File: src/rtl/dp_sequencer_if.sv
// Command bus between the instruction/command source and dp_sequencer.
interface dp_sequencer_if #(
  parameter int CNT_W = 8
);
  logic             cmd_valid;
  logic             cmd_ready;
  logic [2:0]       cmd_op;
  logic [2:0]       cmd_da;
  logic [2:0]       cmd_aa;
  logic [2:0]       cmd_ba;
  logic [3:0]       cmd_fs;
  logic [15:0]      cmd_imm;
  logic [CNT_W-1:0] cmd_cnt;

  modport master (
    output cmd_valid, cmd_op, cmd_da, cmd_aa, cmd_ba, cmd_fs, cmd_imm, cmd_cnt,
    input  cmd_ready
  );

  modport slave (
    input  cmd_valid, cmd_op, cmd_da, cmd_aa, cmd_ba, cmd_fs, cmd_imm, cmd_cnt,
    output cmd_ready
  );
endinterface

File: src/rtl/dp_sequencer.sv
// Expands macro-commands into registered datapath control words (CTRWRD) and
// constant operands (Cin); watches the datapath flags to end DECLOOP.
module dp_sequencer #(
  parameter int CNT_W    = 8,
  parameter int MAX_ITER = 255
) (
  input  logic        CLK,
  input  logic        RESET,
  dp_sequencer_if.slave cmd,
  input  logic        V,
  input  logic        C,
  input  logic        N,
  input  logic        Z,
  output logic [15:0] CTRWRD,
  output logic [15:0] Cin,
  output logic        busy,
  output logic        done,
  output logic        timeout,
  output logic [3:0]  flags
);
  localparam int MI_W   = $clog2(MAX_ITER + 1);
  localparam int ITER_W = (CNT_W > MI_W) ? CNT_W : MI_W;

  localparam logic [2:0] OP_NOP  = 3'd0, OP_ALU  = 3'd1, OP_ALUI = 3'd2,
                         OP_LOAD = 3'd3, OP_REP  = 3'd4, OP_MOVE = 3'd5,
                         OP_SWAP = 3'd6, OP_DEC  = 3'd7;

  typedef enum logic [1:0] {S_IDLE, S_ISSUE, S_LOOP} state_t;

  state_t            r_state, w_state_d;
  logic [2:0]        r_op, r_da, r_aa, r_ba;
  logic [3:0]        r_fs;
  logic [CNT_W-1:0]  r_cnt;
  logic [ITER_W-1:0] r_idx, w_idx_d;
  logic [15:0]       r_ctr, w_ctr_d;
  logic [15:0]       r_cin, w_cin_d;
  logic [3:0]        r_flags;

  logic              w_present, w_last, w_to, w_accept;
  logic [ITER_W:0]   w_idx_inc, w_cnt_eff, w_max;

  // Word index only matters for SWAP, which alternates aa/ba roles.
  function automatic logic [15:0] f_word(input logic [2:0] op, input logic [2:0] da,
                                         input logic [2:0] aa, input logic [2:0] ba,
                                         input logic [3:0] fs, input logic [1:0] sidx);
    logic [15:0] w;
    w = 16'h0000;
    case (op)
      OP_ALU, OP_REP: w = {da, aa, ba, 1'b0, fs, 2'b01};
      OP_ALUI:        w = {da, aa, 3'b000, 1'b1, fs, 2'b01};
      OP_LOAD:        w = {da, 3'b000, 3'b000, 1'b0, 4'b0000, 2'b11};
      OP_MOVE:        w = {da, aa, 3'b000, 1'b0, 4'b0000, 2'b01};
      OP_SWAP: begin
        if (aa == ba)        w = 16'h0000;
        else if (sidx == 2'd1) w = {ba, ba, aa, 1'b0, 4'b1010, 2'b01};
        else                 w = {aa, aa, ba, 1'b0, 4'b1010, 2'b01};
      end
      OP_DEC:         w = {da, da, 3'b000, 1'b0, 4'b0110, 2'b01};
      default:        w = 16'h0000;
    endcase
    return w;
  endfunction

  assign w_present = (r_state != S_IDLE);
  assign w_accept  = (r_state == S_IDLE) && cmd.cmd_valid;
  assign w_idx_inc = {1'b0, r_idx} + 1'b1;
  assign w_cnt_eff = (r_cnt == '0) ? (ITER_W+1)'(1) : (ITER_W+1)'(r_cnt);
  assign w_max     = (ITER_W+1)'(MAX_ITER);

  // DECLOOP ends on the Z of the word on the bus, so done is combinational.
  always_comb begin
    w_last = 1'b0;
    w_to   = 1'b0;
    case (r_state)
      S_ISSUE: w_last = (r_op == OP_SWAP && r_aa != r_ba) ? (r_idx == ITER_W'(2)) : 1'b1;
      S_LOOP: begin
        if (r_op == OP_REP) begin
          w_last = (w_idx_inc >= w_cnt_eff);
        end else begin
          w_to   = !Z && (w_idx_inc >= w_max);
          w_last = Z || (w_idx_inc >= w_max);
        end
      end
      default: ;
    endcase
  end

  always_comb begin
    w_state_d = r_state;
    w_idx_d   = r_idx;
    w_ctr_d   = r_ctr;
    w_cin_d   = r_cin;
    case (r_state)
      S_IDLE: begin
        w_ctr_d = 16'h0000;
        w_cin_d = 16'h0000;
        if (w_accept) begin
          w_state_d = (cmd.cmd_op == OP_REP || cmd.cmd_op == OP_DEC) ? S_LOOP : S_ISSUE;
          w_idx_d   = '0;
          w_ctr_d   = f_word(cmd.cmd_op, cmd.cmd_da, cmd.cmd_aa, cmd.cmd_ba, cmd.cmd_fs, 2'd0);
          w_cin_d   = (cmd.cmd_op == OP_ALUI) ? cmd.cmd_imm : 16'h0000;
        end
      end
      default: begin
        if (w_last) begin
          w_state_d = S_IDLE;
          w_ctr_d   = 16'h0000;
          w_cin_d   = 16'h0000;
        end else begin
          w_idx_d = w_idx_inc[ITER_W-1:0];
          w_ctr_d = f_word(r_op, r_da, r_aa, r_ba, r_fs, w_idx_inc[1:0]);
          w_cin_d = 16'h0000;
        end
      end
    endcase
  end

  always_ff @(posedge CLK or negedge RESET) begin
    if (!RESET) begin
      r_state <= S_IDLE;
      r_idx   <= '0;
      r_ctr   <= 16'h0000;
      r_cin   <= 16'h0000;
      r_flags <= 4'h0;
      r_op    <= 3'd0;
      r_da    <= 3'd0;
      r_aa    <= 3'd0;
      r_ba    <= 3'd0;
      r_fs    <= 4'h0;
      r_cnt   <= '0;
    end else begin
      r_state <= w_state_d;
      r_idx   <= w_idx_d;
      r_ctr   <= w_ctr_d;
      r_cin   <= w_cin_d;
      if (w_present && r_ctr[0]) r_flags <= {V, C, N, Z};
      if (w_accept) begin
        r_op  <= cmd.cmd_op;
        r_da  <= cmd.cmd_da;
        r_aa  <= cmd.cmd_aa;
        r_ba  <= cmd.cmd_ba;
        r_fs  <= cmd.cmd_fs;
        r_cnt <= cmd.cmd_cnt;
      end
    end
  end

  assign cmd.cmd_ready = (r_state == S_IDLE);
  assign CTRWRD        = r_ctr;
  assign Cin           = r_cin;
  assign busy          = w_present;
  assign done          = w_present && w_last;
  assign timeout       = w_present && w_to;
  assign flags         = r_flags;
endmodule

File: src/flat_wrapper.sv
// flat-port wrapper written by rule: the top's interface ports become plain ports
module dp_sequencer_flat 
#(
  parameter int CNT_W    = 8,
  parameter int MAX_ITER = 255
)
  (CLK, RESET, V, C, N, Z, CTRWRD, Cin, busy, done, timeout, flags, cmd_cmd_valid, cmd_cmd_op, cmd_cmd_da, cmd_cmd_aa, cmd_cmd_ba, cmd_cmd_fs, cmd_cmd_imm, cmd_cmd_cnt, cmd_cmd_ready);
  dp_sequencer_if #(.CNT_W(CNT_W)) cmd_i ();
  input  logic CLK;
  input  logic RESET;
  input  logic V;
  input  logic C;
  input  logic N;
  input  logic Z;
  output logic [15:0] CTRWRD;
  output logic [15:0] Cin;
  output logic busy;
  output logic done;
  output logic timeout;
  output logic [3:0] flags;
  input wire logic [$bits(cmd_i.cmd_valid)-1:0] cmd_cmd_valid;
  input wire logic [$bits(cmd_i.cmd_op)-1:0] cmd_cmd_op;
  input wire logic [$bits(cmd_i.cmd_da)-1:0] cmd_cmd_da;
  input wire logic [$bits(cmd_i.cmd_aa)-1:0] cmd_cmd_aa;
  input wire logic [$bits(cmd_i.cmd_ba)-1:0] cmd_cmd_ba;
  input wire logic [$bits(cmd_i.cmd_fs)-1:0] cmd_cmd_fs;
  input wire logic [$bits(cmd_i.cmd_imm)-1:0] cmd_cmd_imm;
  input wire logic [$bits(cmd_i.cmd_cnt)-1:0] cmd_cmd_cnt;
  output wire logic [$bits(cmd_i.cmd_ready)-1:0] cmd_cmd_ready;
  assign cmd_i.cmd_valid = cmd_cmd_valid;
  assign cmd_i.cmd_op = cmd_cmd_op;
  assign cmd_i.cmd_da = cmd_cmd_da;
  assign cmd_i.cmd_aa = cmd_cmd_aa;
  assign cmd_i.cmd_ba = cmd_cmd_ba;
  assign cmd_i.cmd_fs = cmd_cmd_fs;
  assign cmd_i.cmd_imm = cmd_cmd_imm;
  assign cmd_i.cmd_cnt = cmd_cmd_cnt;
  assign cmd_cmd_ready = cmd_i.cmd_ready;
  dp_sequencer #(.CNT_W(CNT_W), .MAX_ITER(MAX_ITER)) u_core (.CLK(CLK), .RESET(RESET), .cmd(cmd_i), .V(V), .C(C), .N(N), .Z(Z), .CTRWRD(CTRWRD), .Cin(Cin), .busy(busy), .done(done), .timeout(timeout), .flags(flags));
endmodule
File: config.mk
export PLATFORM = sky130hd
export DESIGN_NAME = dp_sequencer_flat
export DESIGN_NICKNAME = d
export VERILOG_FILES = /design/src/rtl/dp_sequencer_if.sv /design/src/rtl/dp_sequencer.sv /design/src/flat_wrapper.sv
export SDC_FILE = /design/constraint.sdc
export NUM_CORES = 1
export LEC_CHECK = 0
export CORE_MARGIN = 1.5
export CORE_UTILIZATION = 45
export CTS_CLUSTER_DIAMETER = 200
export DETAILED_ROUTE_END_ITERATION = 8
export GPL_TIMING_DRIVEN = 0
export PLACE_DENSITY = 0.73
export SYNTH_ARGS = -nofsm -noshare
export SYNTH_HDL_FRONTEND = slang
export SYNTH_SLANG_ARGS = --single-unit
export TNS_END_PERCENT = 10
File: constraint.sdc
create_clock -name CLK -period 3.4 [get_ports CLK]
set_clock_uncertainty 0.2 [all_clocks]
set_input_delay 0.68 -clock CLK [delete_from_list [all_inputs] [get_ports CLK]]
set_output_delay 0.68 -clock CLK [all_outputs]
set_load 0.005 [all_outputs]
==> metrics.md <==
| Metric | Value |
|---|---|
| Top fanout value on the critical path | 4 |
| Core Region | ~0.0083 mm² |
| Post-synth EDFFs | 0 |
| Syn Area/Cell | roughly 9.3 µm² |
| Clock transition at the registers of the reported paths | approximately 0.08 ns |
| CTS tree | done |
| Final core occ | ~64% |
| H-Tree Depth | 3 |
| Synth Area in XOR/XNOR | 2.92% |
| Worst R2R Setup Slack | between 0.3 and 0.4 ns |
| GRT overflow | 0 |
| Final HPWL DP | 7340 µm |
| Failing checks | setup timing |
| Met2 Use GR | 39.5% |
| Die Y-Extent | 96.1 µm |
| Largest family of logic cells by synthesized area | compound AO/OA/AOI/OAI gates |
| FFs w/ async S/R, synth | 100% |
| Nets | 598 |
| Initial Util | a little under half |
| Register area share after synthesis | 44.9% |
| Clock Tree Root | clkbuf_8 |
| Final Routed Wirelength | 11400 µm |
| Simple-Gate Fraction of Synth Area | a little under a fifth |
| Area share of fa/ha/maj cells after synthesis | 4.81% |
| Pwr dens | around 840 mW/mm² |
| Setup tns final | -0.112 ns |
| Leak | approximately 2.4 nW |
| Peak supply drop | about 0.40 mV |
| Boundary pin count | 87 |
| Largest net degree at the start of global routing | 71 |
| Top cells by area, synth | dfrtp_1 (45%), nand2_1 (7.2%), ha_1 (4.8%) |
| Die width | about 96 µm |
| Final Hold Fails | 0 |
| Count leader, synth | nand2_1 |
| Final Slew Violations | 0 |
| CTS Sinks | 70 |
| Routability-driven placement congestion ratio | 0.882 |
| Layout area overhead | 37.3% |
| DR vias | between 3000 and 4000 |
| Via-to-Cell Ratio | roughly 5.7 |
| PnR worst setup slack | -0.0702 ns |
| GRT busiest layer | met2 |
| DRT Pass-1 Iters | 5 |
| Mux share of post-synthesis cell area | 2.98% |
| HP Class | input port to asynchronous set/reset pin |
| Total CTS buffers | 9 |
| RSZ-0062 raised after global routing | yes |
| Ratio of cells with drive above 1 in the final layout | 15.3% |
| Period utilisation layout | 102% |
| Synth warn | 0 |
| Met1 GRT Util | 31.2% |
| Routed Antenna Nets | 0 |
| Post-Synthesis Cells | 421 |
| Max Freq | a little under 300 MHz |
| Worst EP arrival | roughly 2.6 ns |
| Main flop type after synthesis | dfrtp_1 |
| Clk_lat worst skew | around 0.36 ns |
| Total power draw | approximately 4.5 mW |
| Tot GR Track Use | between 20% and 30% |
| Worst slew pin tran | about 0.9 ns |
| CP required | 2.52 ns |
| Outcome | finished with violations |
| Worst slew margin | 40.2% |
| Rows | 33 |
| Die area | 0.00923 mm² |
| Cell taking the most area after synthesis | dfrtp_1 |
| Met3 Usage GRT | ~6.3% |
| Post-Syn Nets | about 480 |
| # diodes | 0 |
| Initial antenna violation count | 0 |
| Max cap viols | 0 |
| Worst setup EP type | output port |
| Post-synthesis cell area | approximately 0.004 mm² |
| Most frequent cells after synthesis | nand2_1 (75), dfrtp_1 (70), inv_1 (32), o21ai_0 (24), and2_1 (22) |
| Final Critical Period | between 3 and 4 ns |
| Final setup vio count | 2 |
| DRC viols | 0 |
| Number of global-route vias before repair | 3582 |
| CP startpoint kind | flop |
| Worst r2r path cells | 14 |
| Yosys cell types | 60 |
| Port bufs | slightly above 80 |
| Global-route wire length before repair | approximately 17000 µm |
| Initial drt markers | ~230 |
| Setup CP Type | flop to output port |
| Wirelength per Cell | 17.6 µm |
| Area share of the largest cell type after synthesis | 44.9% |
| FF+latch count, synth | 70 |
| Complex-gate fraction of the synthesized area | between 10% and 20% |
| Max clock buf depth | 2 |
[critical path: stages, from the launching register on]
cell       delay, ns
dfrtp_2         0.44
buf_4           0.15
nand3_1         0.12
xnor2_2         0.20
inv_1           0.07
ha_1            0.28
o21a_1          0.15
o2111ai_2       0.11
o21ai_2         0.23
o2111ai_4       0.18
a21oi_4         0.16
buf_2           0.13
[through the flow]
stage          instances  hold slack, ns  worst slack (ns)  area (µm²)
3_5_place_dp         609           0.264            -0.663        4860
3_3_place_gp         609           0.263            -0.979        4860
5_1_grt              646           0.323            -0.188        5350
2_1_floorplan        421           0.184             0.339        3900
6_report             646           0.233           -0.0702        5350
4_1_cts              642           0.289         -0.000582        5250
[layer usage]
metal / vias up / part of all wire [%]
li1: 1698 / -
met1: 1765 / 41
met2: 182 / 48
met3: 43 / 7.7
met4: 0 / 3.5
met5: - / 0
[kinds of logic (layout without fill, tap and decap cells)]
kind of cell | after synthesis | after routing
buf+inv | 55 | 175
compound gates | 103 | 103
fa+ha+maj | 15 | 15
xor+xnor | 13 | 13
mux | 11 | 11
flops | 70 | 70
simple gates | 154 | 154
[final cells by class]
| class | count | area (µm²) |
|---|---|---|
| multi-input combinational | 296 | 2040 |
| clock inverter | 7 | 73.8 |
| buffer | 23 | 125 |
| inverter | 32 | 120 |
| tap | 105 | 131 |
| sequential | 70 | 1760 |
| fill | 694 | 2950 |
| clock buffer | 9 | 124 |
| timing repair buffer | 104 | 985 |
[timing repair]
action | 4_1_cts | 5_1_grt
hold buffers | 0 | 0
cloned | 0 | 0
endpoints found under the setup margin | 2 | 2
hold endpoints to repair | 0 | 0
setup buffers | 17 | 4
pin swaps | 12 | 10
gates resized for setup | 24 | 12
[sequential cells by signal, indices dropped and copies added, names as in the netlist]
name / flops
u_core.CTRWRD: 16
u_core.Cin: 16
u_core.r_cnt: 8
u_core.r_fs: 4
u_core.r_op: 3
u_core.r_da: 3
u_core.r_idx: 8
u_core.flags: 4
u_core.r_state: 2
u_core.r_ba: 3
u_core.r_aa: 3
[placed cells by master (no fill, tap or decap), types with 4 or more instances in the layout]
master | Yosys | layout
mux2_2 | 5 | 5
buf_6 | 2 | 5
inv_1 | 32 | 31
a21oi_1 | 10 | 10
and2_1 | 22 | 22
nand2_1 | 75 | 74
dfrtp_1 | 70 | 66
clkbuf_8 | 0 | 9
dfrtp_2 | 0 | 4
nor3_1 | 6 | 4
nor2b_1 | 4 | 4
a22oi_1 | 10 | 10
nor2_1 | 17 | 17
ha_1 | 15 | 12
nand3_1 | 7 | 7
o22ai_1 | 8 | 8
clkdlybuf4s50_1 | 0 | 81
clkbuf_1 | 16 | 16
a221oi_1 | 4 | 4
mux2i_1 | 6 | 6
xor2_1 | 6 | 5
buf_4 | 2 | 23
nand4_1 | 5 | 5
xnor2_1 | 7 | 6
o21ai_1 | 5 | 5
o21ai_0 | 24 | 21
[final timing paths]
| check | to | startpoint |
|---|---|---|
| setup / recovery | done | u_core.r_idx[0] |
| hold / removal | u_core.CTRWRD[9] | RESET |
| setup reg to reg | u_core.CTRWRD[10] | u_core.r_idx[4] |
| hold reg to reg | u_core.r_cnt[0] | u_core.r_cnt[0] |
| max in group asynchronous | u_core.r_idx[6] | RESET |
| min in group CLK | u_core.r_cnt[0] | u_core.r_cnt[0] |
[power by group]
group          switching, mW  total, mW  internal [mW]
clock                  0.349      0.690          0.341
combinational           1.39       2.49           1.11
sequential             0.193       1.31           1.11
total                   1.93       4.49           2.56
Power figures use the tool's default switching activity.
